**config.mk**
```make
export PLATFORM = sky130hd
export DESIGN_NAME = aes_core_scheduler
export DESIGN_NICKNAME = d
export VERILOG_FILES = /design/src/rtl/aes_sched_pkg.sv /design/src/rtl/aes_core_scheduler_rr_arbiter.sv /design/src/rtl/aes_core_scheduler.sv
export SDC_FILE = /design/constraint.sdc
export NUM_CORES = 1
export LEC_CHECK = 0
export CELL_PAD_IN_SITES_DETAIL_PLACEMENT = 0
export CELL_PAD_IN_SITES_GLOBAL_PLACEMENT = 1
export CORE_AREA = 2 2 598 600
export CTS_CLUSTER_DIAMETER = 100
export CTS_CLUSTER_SIZE = 20
export DETAILED_ROUTE_END_ITERATION = 8
export DIE_AREA = 0 0 600 602
export PLACE_DENSITY = 0.39
export SLEW_MARGIN = 20
export SYNTH_ARGS = -nofsm -noshare
export SYNTH_HDL_FRONTEND = slang
export SYNTH_SLANG_ARGS = --single-unit
```
**constraint.sdc**
```tcl
create_clock -name clk -period 8.38 [get_ports clk]
set_input_delay 2.514 -clock clk [delete_from_list [all_inputs] [get_ports clk]]
set_output_delay 2.514 -clock clk [all_outputs]
set_load 0.01 [all_outputs]
```
**src/rtl/aes_sched_pkg.sv**
```systemverilog
`default_nettype none
// ============================================================================
// Module      : aes_sched_pkg
// Description : Shared types and constants for the AES core scheduler.
// Revision    : 1.0 - initial release
// ============================================================================
package aes_sched_pkg;

    localparam int AES_BLOCK_W = 128;
    localparam int CNT_W       = 16;

    typedef enum logic [1:0] {
        IDLE  = 2'd0,
        ISSUE = 2'd1,
        WAIT  = 2'd2,
        RESP  = 2'd3
    } sched_state_t;

endpackage
`default_nettype wire

```
**src/rtl/aes_core_scheduler_rr_arbiter.sv**
```systemverilog
`default_nettype none
// ============================================================================
// Module      : rr_arbiter
// Description : Combinational round-robin arbiter; searches upward from ptr
//               with wrap-around and returns a one-hot grant plus its index.
// Revision    : 1.0 - initial release
// ============================================================================
module rr_arbiter #(
    parameter int N    = 4,
    parameter int ID_W = (N > 1) ? $clog2(N) : 1
) (
    input  logic [N-1:0]    req,
    input  logic [ID_W-1:0] ptr,
    input  logic            en,
    output logic [N-1:0]    grant,
    output logic [ID_W-1:0] grant_idx
);

    logic [ID_W:0] idx;
    logic          found;

    always_comb begin
        grant     = '0;
        grant_idx = '0;
        found     = 1'b0;
        idx       = '0;
        for (int k = 0; k < N; k++) begin
            idx = {1'b0, ptr} + (ID_W+1)'(k);
            if (idx >= (ID_W+1)'(N)) begin
                idx = idx - (ID_W+1)'(N);
            end
            if (en && !found && req[idx[ID_W-1:0]]) begin
                found                  = 1'b1;
                grant[idx[ID_W-1:0]]   = 1'b1;
                grant_idx              = idx[ID_W-1:0];
            end
        end
    end

endmodule
`default_nettype wire

```
**src/rtl/aes_core_scheduler.sv**
```systemverilog
`default_nettype none
// ============================================================================
// Module      : aes_core_scheduler
// Description : Time-shares one AES-128 core among N_REQ requesters with
//               round-robin grant and a fixed-latency completion timer.
//               Optional macro AES_SCHED_PERF_EN adds the ops_count output.
// Revision    : 1.0 - initial release
// ============================================================================
module aes_core_scheduler
    import aes_sched_pkg::*;
#(
    parameter int N_REQ        = 4,
    parameter int CORE_LATENCY = 11,
    parameter int ID_W         = $clog2(N_REQ)
) (
    input  logic                         clk,
    input  logic                         reset,
    input  logic [N_REQ-1:0]             req_valid,
    output logic [N_REQ-1:0]             req_ready,
    input  logic [N_REQ*AES_BLOCK_W-1:0] req_plaintext,
    input  logic [N_REQ*AES_BLOCK_W-1:0] req_key,
    output logic                         rsp_valid,
    input  logic                         rsp_ready,
    output logic [ID_W-1:0]              rsp_id,
    output logic [AES_BLOCK_W-1:0]       rsp_data,
    output logic                         core_start,
    output logic [AES_BLOCK_W-1:0]       core_plaintext,
    output logic [AES_BLOCK_W-1:0]       core_key,
    input  logic [AES_BLOCK_W-1:0]       core_ciphertext,
    output logic                         busy
`ifdef AES_SCHED_PERF_EN
    ,
    output logic [31:0]                  ops_count
`endif
);

    sched_state_t           state_q, state_d;
    logic [ID_W-1:0]        ptr_q, ptr_d;
    logic [CNT_W-1:0]       cnt_q, cnt_d;
    logic [AES_BLOCK_W-1:0] pt_q, pt_d;
    logic [AES_BLOCK_W-1:0] key_q, key_d;
    logic [AES_BLOCK_W-1:0] data_q, data_d;
    logic [ID_W-1:0]        id_q, id_d;
    logic                   core_start_q, core_start_d;
    logic                   rsp_valid_q, rsp_valid_d;
    logic                   busy_q, busy_d;

    logic [N_REQ-1:0]       grant;
    logic [ID_W-1:0]        grant_idx;
    logic [AES_BLOCK_W-1:0] sel_pt;
    logic [AES_BLOCK_W-1:0] sel_key;
    logic                   arb_en;

    // Gating with reset keeps req_ready low while reset is asserted.
    assign arb_en = (state_q == IDLE) && reset;

    rr_arbiter #(
        .N    (N_REQ),
        .ID_W (ID_W)
    ) u_arb (
        .req       (req_valid),
        .ptr       (ptr_q),
        .en        (arb_en),
        .grant     (grant),
        .grant_idx (grant_idx)
    );

    always_comb begin
        sel_pt  = '0;
        sel_key = '0;
        for (int i = 0; i < N_REQ; i++) begin
            if (grant[i]) begin
                sel_pt  = req_plaintext[i*AES_BLOCK_W +: AES_BLOCK_W];
                sel_key = req_key[i*AES_BLOCK_W +: AES_BLOCK_W];
            end
        end
    end

    always_comb begin
        state_d = state_q;
        ptr_d   = ptr_q;
        cnt_d   = cnt_q;
        pt_d    = pt_q;
        key_d   = key_q;
        data_d  = data_q;
        id_d    = id_q;
        case (state_q)
            IDLE: begin
                if (|grant) begin
                    pt_d    = sel_pt;
                    key_d   = sel_key;
                    id_d    = grant_idx;
                    ptr_d   = (grant_idx == ID_W'(N_REQ-1)) ? '0 : grant_idx + 1'b1;
                    state_d = ISSUE;
                end
            end
            ISSUE: begin
                cnt_d   = CNT_W'(CORE_LATENCY-1);
                state_d = WAIT;
            end
            WAIT: begin
                if (cnt_q == '0) begin
                    data_d  = core_ciphertext;
                    state_d = RESP;
                end else begin
                    cnt_d = cnt_q - 1'b1;
                end
            end
            RESP: begin
                if (rsp_ready) begin
                    state_d = IDLE;
                end
            end
            default: state_d = IDLE;
        endcase
        // Outputs are registered so they follow the state they belong to.
        core_start_d = (state_d == ISSUE);
        rsp_valid_d  = (state_d == RESP);
        busy_d       = (state_d != IDLE);
    end

    always_ff @(posedge clk or negedge reset) begin
        if (!reset) begin
            state_q      <= IDLE;
            ptr_q        <= '0;
            cnt_q        <= '0;
            pt_q         <= '0;
            key_q        <= '0;
            data_q       <= '0;
            id_q         <= '0;
            core_start_q <= 1'b0;
            rsp_valid_q  <= 1'b0;
            busy_q       <= 1'b0;
        end else begin
            state_q      <= state_d;
            ptr_q        <= ptr_d;
            cnt_q        <= cnt_d;
            pt_q         <= pt_d;
            key_q        <= key_d;
            data_q       <= data_d;
            id_q         <= id_d;
            core_start_q <= core_start_d;
            rsp_valid_q  <= rsp_valid_d;
            busy_q       <= busy_d;
        end
    end

    assign req_ready      = grant;
    assign core_start     = core_start_q;
    assign core_plaintext = pt_q;
    assign core_key       = key_q;
    assign rsp_valid      = rsp_valid_q;
    assign rsp_id         = id_q;
    assign rsp_data       = data_q;
    assign busy           = busy_q;

`ifdef AES_SCHED_PERF_EN
    logic [31:0] ops_q, ops_d;

    always_comb begin
        ops_d = ops_q;
        if (rsp_valid_q && rsp_ready && (ops_q != 32'hFFFF_FFFF)) begin
            ops_d = ops_q + 32'd1;
        end
    end

    always_ff @(posedge clk or negedge reset) begin
        if (!reset) begin
            ops_q <= '0;
        end else begin
            ops_q <= ops_d;
        end
    end

    assign ops_count = ops_q;
`endif

endmodule
`default_nettype wire

```
# == Word level (Yosys, flattened, before mapping) ==
# Index checks and enable logic that the tools add are counted.
# W data, S select, Z words.
# totals
output_inout_bits,393
input_bits,1159
ff_bits,409
# classes
mux,46
add_sub_neg,9
eq_ne,7
order_cmp,12
bitwise,3
reduce_logical,23
# op_table
operator,count
$mux W128,8
$pmux W16 S2,1
$mux W2,12
$logic_not A16 Y1,1
$mux W16,1
$mux W4,4
$sub A16 B1 Y16 const B,1
$logic_and A1 B1 Y1,12
$lt A2 B3 Y1 const B,4
$or A4 B4 Y4,3
$mux W1,11
$ge A3 B3 Y1 const B,3
$bmux W1 S2,4
$demux W1 S2,4
$eq A2 B2 Y1 const B,4
$ge A2 B1 Y1 const B,4
$pmux W2 S4,1
$sub A2 B1 Y2 const B,4
$add A2 B2 Y3 const B,2
$reduce_and A2 Y1,3
$eq A2 B1 Y1 const B,2
$reduce_bool A2 Y1,2
$reduce_or A4 Y1,1
$add A2 B1 Y3 const B,1
other kinds (5),7

# == Depth between registers and ports, before layout ==
# logic_depth
ltp_word,22
ltp_mapped,14
ltp_nobuf,9

# == Modules after synthesis ==
# From an unflattened synthesis, not the netlist that was laid out.
# hier_totals
hier_cells,2492
area_unflattened_um2,23283.6
# by_module_without_submodules
module,cells_per_inst,n_inst,area_each_um2
aes_core_scheduler,2420,1,22731.8
rr_arbiter,72,1,551.8

# == Worst setup path after synthesis ==
# Ideal clock, no wire load.
# synth_path
kind,in2out
startpoint,input req_valid[0]
endpoint,output req_ready[1]
required_time_ps,5866
setup_slack_ps,1524
arrival_time_ps,4342
n_path_buf,4
stages,9
cell_sequence,buf_2 > mux4_2 > nor2b_1 > clkbuf_1 > a22oi_1 > and3_1 > buf_2 > nor2_4 > clkbuf_1
# synth_between
elab_chain_len,16
elab_cells_between_ends,28
cone_classes,mux (15); bitwise (3); reduce/logical (10)
# synth_rtl
element,line,text
from (decl),aes_core_scheduler.sv:18,"input logic [N_REQ-1:0] req_valid,"
$bmux W1 S2,aes_core_scheduler_rr_arbiter.sv:32,if (en && !found && req[idx[ID_W-1:0]]) begin
$mux W1 (implied by the code),aes_core_scheduler_rr_arbiter.sv:32,
$logic_and A1 B1 Y1,aes_core_scheduler_rr_arbiter.sv:32,
$mux W1,aes_core_scheduler_rr_arbiter.sv:32,
$logic_not A1 Y1,aes_core_scheduler_rr_arbiter.sv:32,
$logic_and A1 B1 Y1 (2 in series),aes_core_scheduler_rr_arbiter.sv:32,
$mux W1,aes_core_scheduler_rr_arbiter.sv:32,
$logic_not A1 Y1,aes_core_scheduler_rr_arbiter.sv:32,
$logic_and A1 B1 Y1 (2 in series),aes_core_scheduler_rr_arbiter.sv:32,
$mux W1,aes_core_scheduler_rr_arbiter.sv:32,
$logic_not A1 Y1,aes_core_scheduler_rr_arbiter.sv:32,
$logic_and A1 B1 Y1 (2 in series),aes_core_scheduler_rr_arbiter.sv:32,
$mux W4 *,aes_core_scheduler_rr_arbiter.sv:32,
to (decl),aes_core_scheduler.sv:19,"output logic [N_REQ-1:0] req_ready,"
# Mark *: on every way between the ends. The rest lies on a longest branch, timed or not. The select of a mux whose other input is x is not followed.

# == Final worst setup path ==
# layout_path
startpoint,input req_valid[2]
endpoint,output req_ready[2]
# Same word-level chain as after synthesis.

==> reports/qor.yml <==
outcome:
  status: "complete, no violations"
synthesis:
  yosysWarnings: 0
  synth_edf_count: 0
  syn_inst: 2212
  async_flop_share: 1.00
  yosysMostFrequentCell: "o21ai_1"
  avgSynthCellArea_um2: 9.83
  post-synth-top-area-cell: "dfrtp_1"
  synth_commonest_cells: "498 x o21ai_1, 409 x dfrtp_1, 259 x a22oi_1"
  synth_top_area_frac: 0.471
  ys_ff_latch: 409
  synth_area_um2: 21700
  synth_seq_area_share: 0.471
  synth.distinct_cells: 51
  synth-main-ff-cell: "dfrtp_1"
  synth_area_leaders: "dfrtp_1 47%, o21ai_1 11%, a22oi_1 8.9%, a211oi_1 8.9%, and3_1 7.4%"
  syn-num-nets: 3380
worst_setup_path:
  crit_top_cell: "clkdlybuf4s50_1"
  cp_num_buf_inv: 3
  critPathMaxStageDelay_ps: 650
  slowest_stage: "mux4_2"
  cp-end-kind: "output port"
  r2r_cells: 12
  required_ps: 5870
  critical-path-top-delay-family: "buffers and inverters"
  worst-setup-path-type: "in2out"
  r2r_end: "core_key[80]"
  r2r_setup_slack_ps: 2930
  cp_max_fo: 9
  crit_chain: "clkdlybuf4s50_1, mux4_2, nor2b_1, a22oi_1, a31o_4, inv_8, clkdlybuf4s50_1"
  cp-start-kind: "input pin"
  arrival_ps: 5610
route:
  routedWlPerCell_um: 32.4
  detail-route-antenna-nets: 0
  drtIter0Drc: 1934
  drt_first_pass_iters: 5
  drt_wl_total_um: 275000
  routed-via-count: 27200
  vias_per_cell: 3.20
  drc_errors: 0
timing:
  final.min_clock_period_ps: 8120
  rsz0062_at_grt: "false"
  fin_worst_skew_ps: 89.8
  slew_viol_final: 0
  max_slew_margin: 0.289
  worstMarginPinSlew_ps: 1070
  setup_violations: 0
  fmax_ghz: 0.123
  hold_viol: 0
  setup_tns_ps: 0
  fin_crit_sh: 0.969
pwr:
  total_power_mw: 13.5
  powerDensity_nw_per_um2: 300
  ir_drop_mv: 0.198
  leakage_nw: 16.1
place:
  io_buffers: 1551
  place.gp.congestion: 0.926
  dp_hpwl_um: 228000
  placed_area_um2: 43100
die:
  die_area_um2: 361000
  fp.dieH_um: 602
  core_um2: 355000
  start_util: 0.0613
  die_width_um: 600
  io_pins: 1552
  rows: 219
cells_and_area:
  area_growth_pct: 108
  fin_nets: 4816
  multiInputGateArea_um2: 10600
  drive_gt1_frac: 0.0729
  seqCellArea_um2: 10200
  nFillCells: 40500
  fin_area_um2: 45200
global_routing:
  grt_max_degree: 123
  gr-total-overflow: 0
  track_usage: 0.146
  grt_pass1_wl_um: 341000
  antenna_found_initial: 137
  grt_pass1_vias: 28100
clock_tree:
  cts_root_buffer: "clkbuf_16"
  clock_path_buffers: 3
  postCtsHoldBufs: 0
  cts_max_level: 2
  cts_sinks: 409
  tritoncts: "yes"
  clk_pin_slew_ps: 80
  cts_setup_buffers: 0
  post_cts_resized: 0
  cts_made_buffers: 55
  clk_latency_ps: 780
flow_run:
  maxCapViolations: 0
hold_path:
  hp-class: "reg2reg"
  min_path_cells: 1
  min-delay-start: "cnt_q[10]"
  whs_endpoint: "cnt_q[10]"
[layout by cell type, fill, tap and decap left out, types with 4 or more instances in the layout]
cell | Yosys | final
clkdlybuf4s50_1 | 0 | 1550
dfrtp_1 | 409 | 409
inv_6 | 0 | 6
buf_4 | 0 | 58
mux2_1 | 51 | 51
clkinvlp_4 | 0 | 5
nor2b_1 | 8 | 8
ha_1 | 9 | 9
clkinv_8 | 0 | 10
xnor2_1 | 5 | 5
buf_12 | 0 | 13
a211oi_1 | 257 | 253
a211oi_2 | 1 | 4
mux2_2 | 78 | 78
o21ai_0 | 27 | 27
a22oi_1 | 259 | 259
clkbuf_16 | 0 | 55
nand3_1 | 8 | 8
bufinv_16 | 0 | 6
nor3_1 | 5 | 5
o21ai_1 | 498 | 498
nor2_1 | 13 | 12
clkinv_2 | 0 | 5
nand2_1 | 16 | 16
or3_1 | 5 | 5
mux2i_1 | 8 | 8
inv_8 | 0 | 4
or4_1 | 4 | 4
and3_1 | 258 | 257
diode_2 | 0 | 52
inv_1 | 6 | 6
[registers in the layout, summed over array words and instances, names as in the netlist, named ones only]
name,count
core_start,1
core_plaintext,128
core_key,128
rsp_valid,1
state_q,2
ptr_q,1
cnt_q,16
busy,1
rsp_id,2
rsp_data,128
[cell families after synthesis]
logic type               synth area share
AO/OA/AOI/OAI                       0.309
XOR/XNOR                          0.00242
adder cells (fa/ha/maj)           0.00518
buffers and inverters              0.0464
flip-flops                          0.471
multiplexers                       0.0736
AND/OR/NAND/NOR                    0.0927
[area by class of cell]
| cell class | instances | area share |
|---|---|---|
| tap | 4751 | 0.131 |
| multi-input combinational | 1550 | 0.234 |
| sequential | 409 | 0.226 |
| timing repair buffer | 1624 | 0.359 |
| inverter | 8 | 0.000830 |
| antenna | 52 | 0.00288 |
| clock buffer | 59 | 0.0312 |
| clock inverter | 41 | 0.0137 |
[report_power, final]
group | switching, mW | internal (mW)
Clock | 1.35 | 1.47
Sequential | 0.691 | 2.80
Combinational | 4.30 | 2.93
Total | 6.34 | 7.21
[worst register-to-register path, cell delays in order (launching register included)]
cell and delay, ps:
dfrtp_1 770, inv_1 270, ha_1 470, mux4_2 390, nor2b_1 550, a32o_1 240, a211oi_1 80, nor2_4 110
buf_4 410, buf_4 670, buf_4 890, a22oi_1 300, o21ai_1 140
[worst max-delay path by stage]
stage | from | to | slack, ps | depth (start not counted)
final | req_valid[2] | req_ready[2] | 260 | 7
after global placement | req_valid[2] | req_ready[2] | 200 | 7
after CTS | req_valid[2] | req_ready[2] | 310 | 7
after floorplan | req_valid[0] | req_ready[1] | 1520 | 9
after detailed placement | req_valid[2] | req_ready[2] | 330 | 7
after global routing | req_valid[2] | req_ready[2] | 190 | 7
[routing by layer]
metal,track usage,vias to the layer above,wire (um)
met1,0.164,13900,104000
met3,0.0483,356,23200
met5,0,-,486
met2,0.259,1326,138000
li1,-,11500,-
met4,0.0438,74,9180
[metrics by stage]
step	std cells	worst slack (ps)	utilization	hold WS, ps
2_1_floorplan	2212	1520	-	438
3_3_place_gp	8340	199	0.121	458
3_5_place_dp	8342	328	0.121	467
4_1_cts	8442	307	0.127	480
5_1_grt	8477	189	0.127	499
6_report	8494	257	0.127	478
Note: power is estimated with default switching activity, not from simulation.
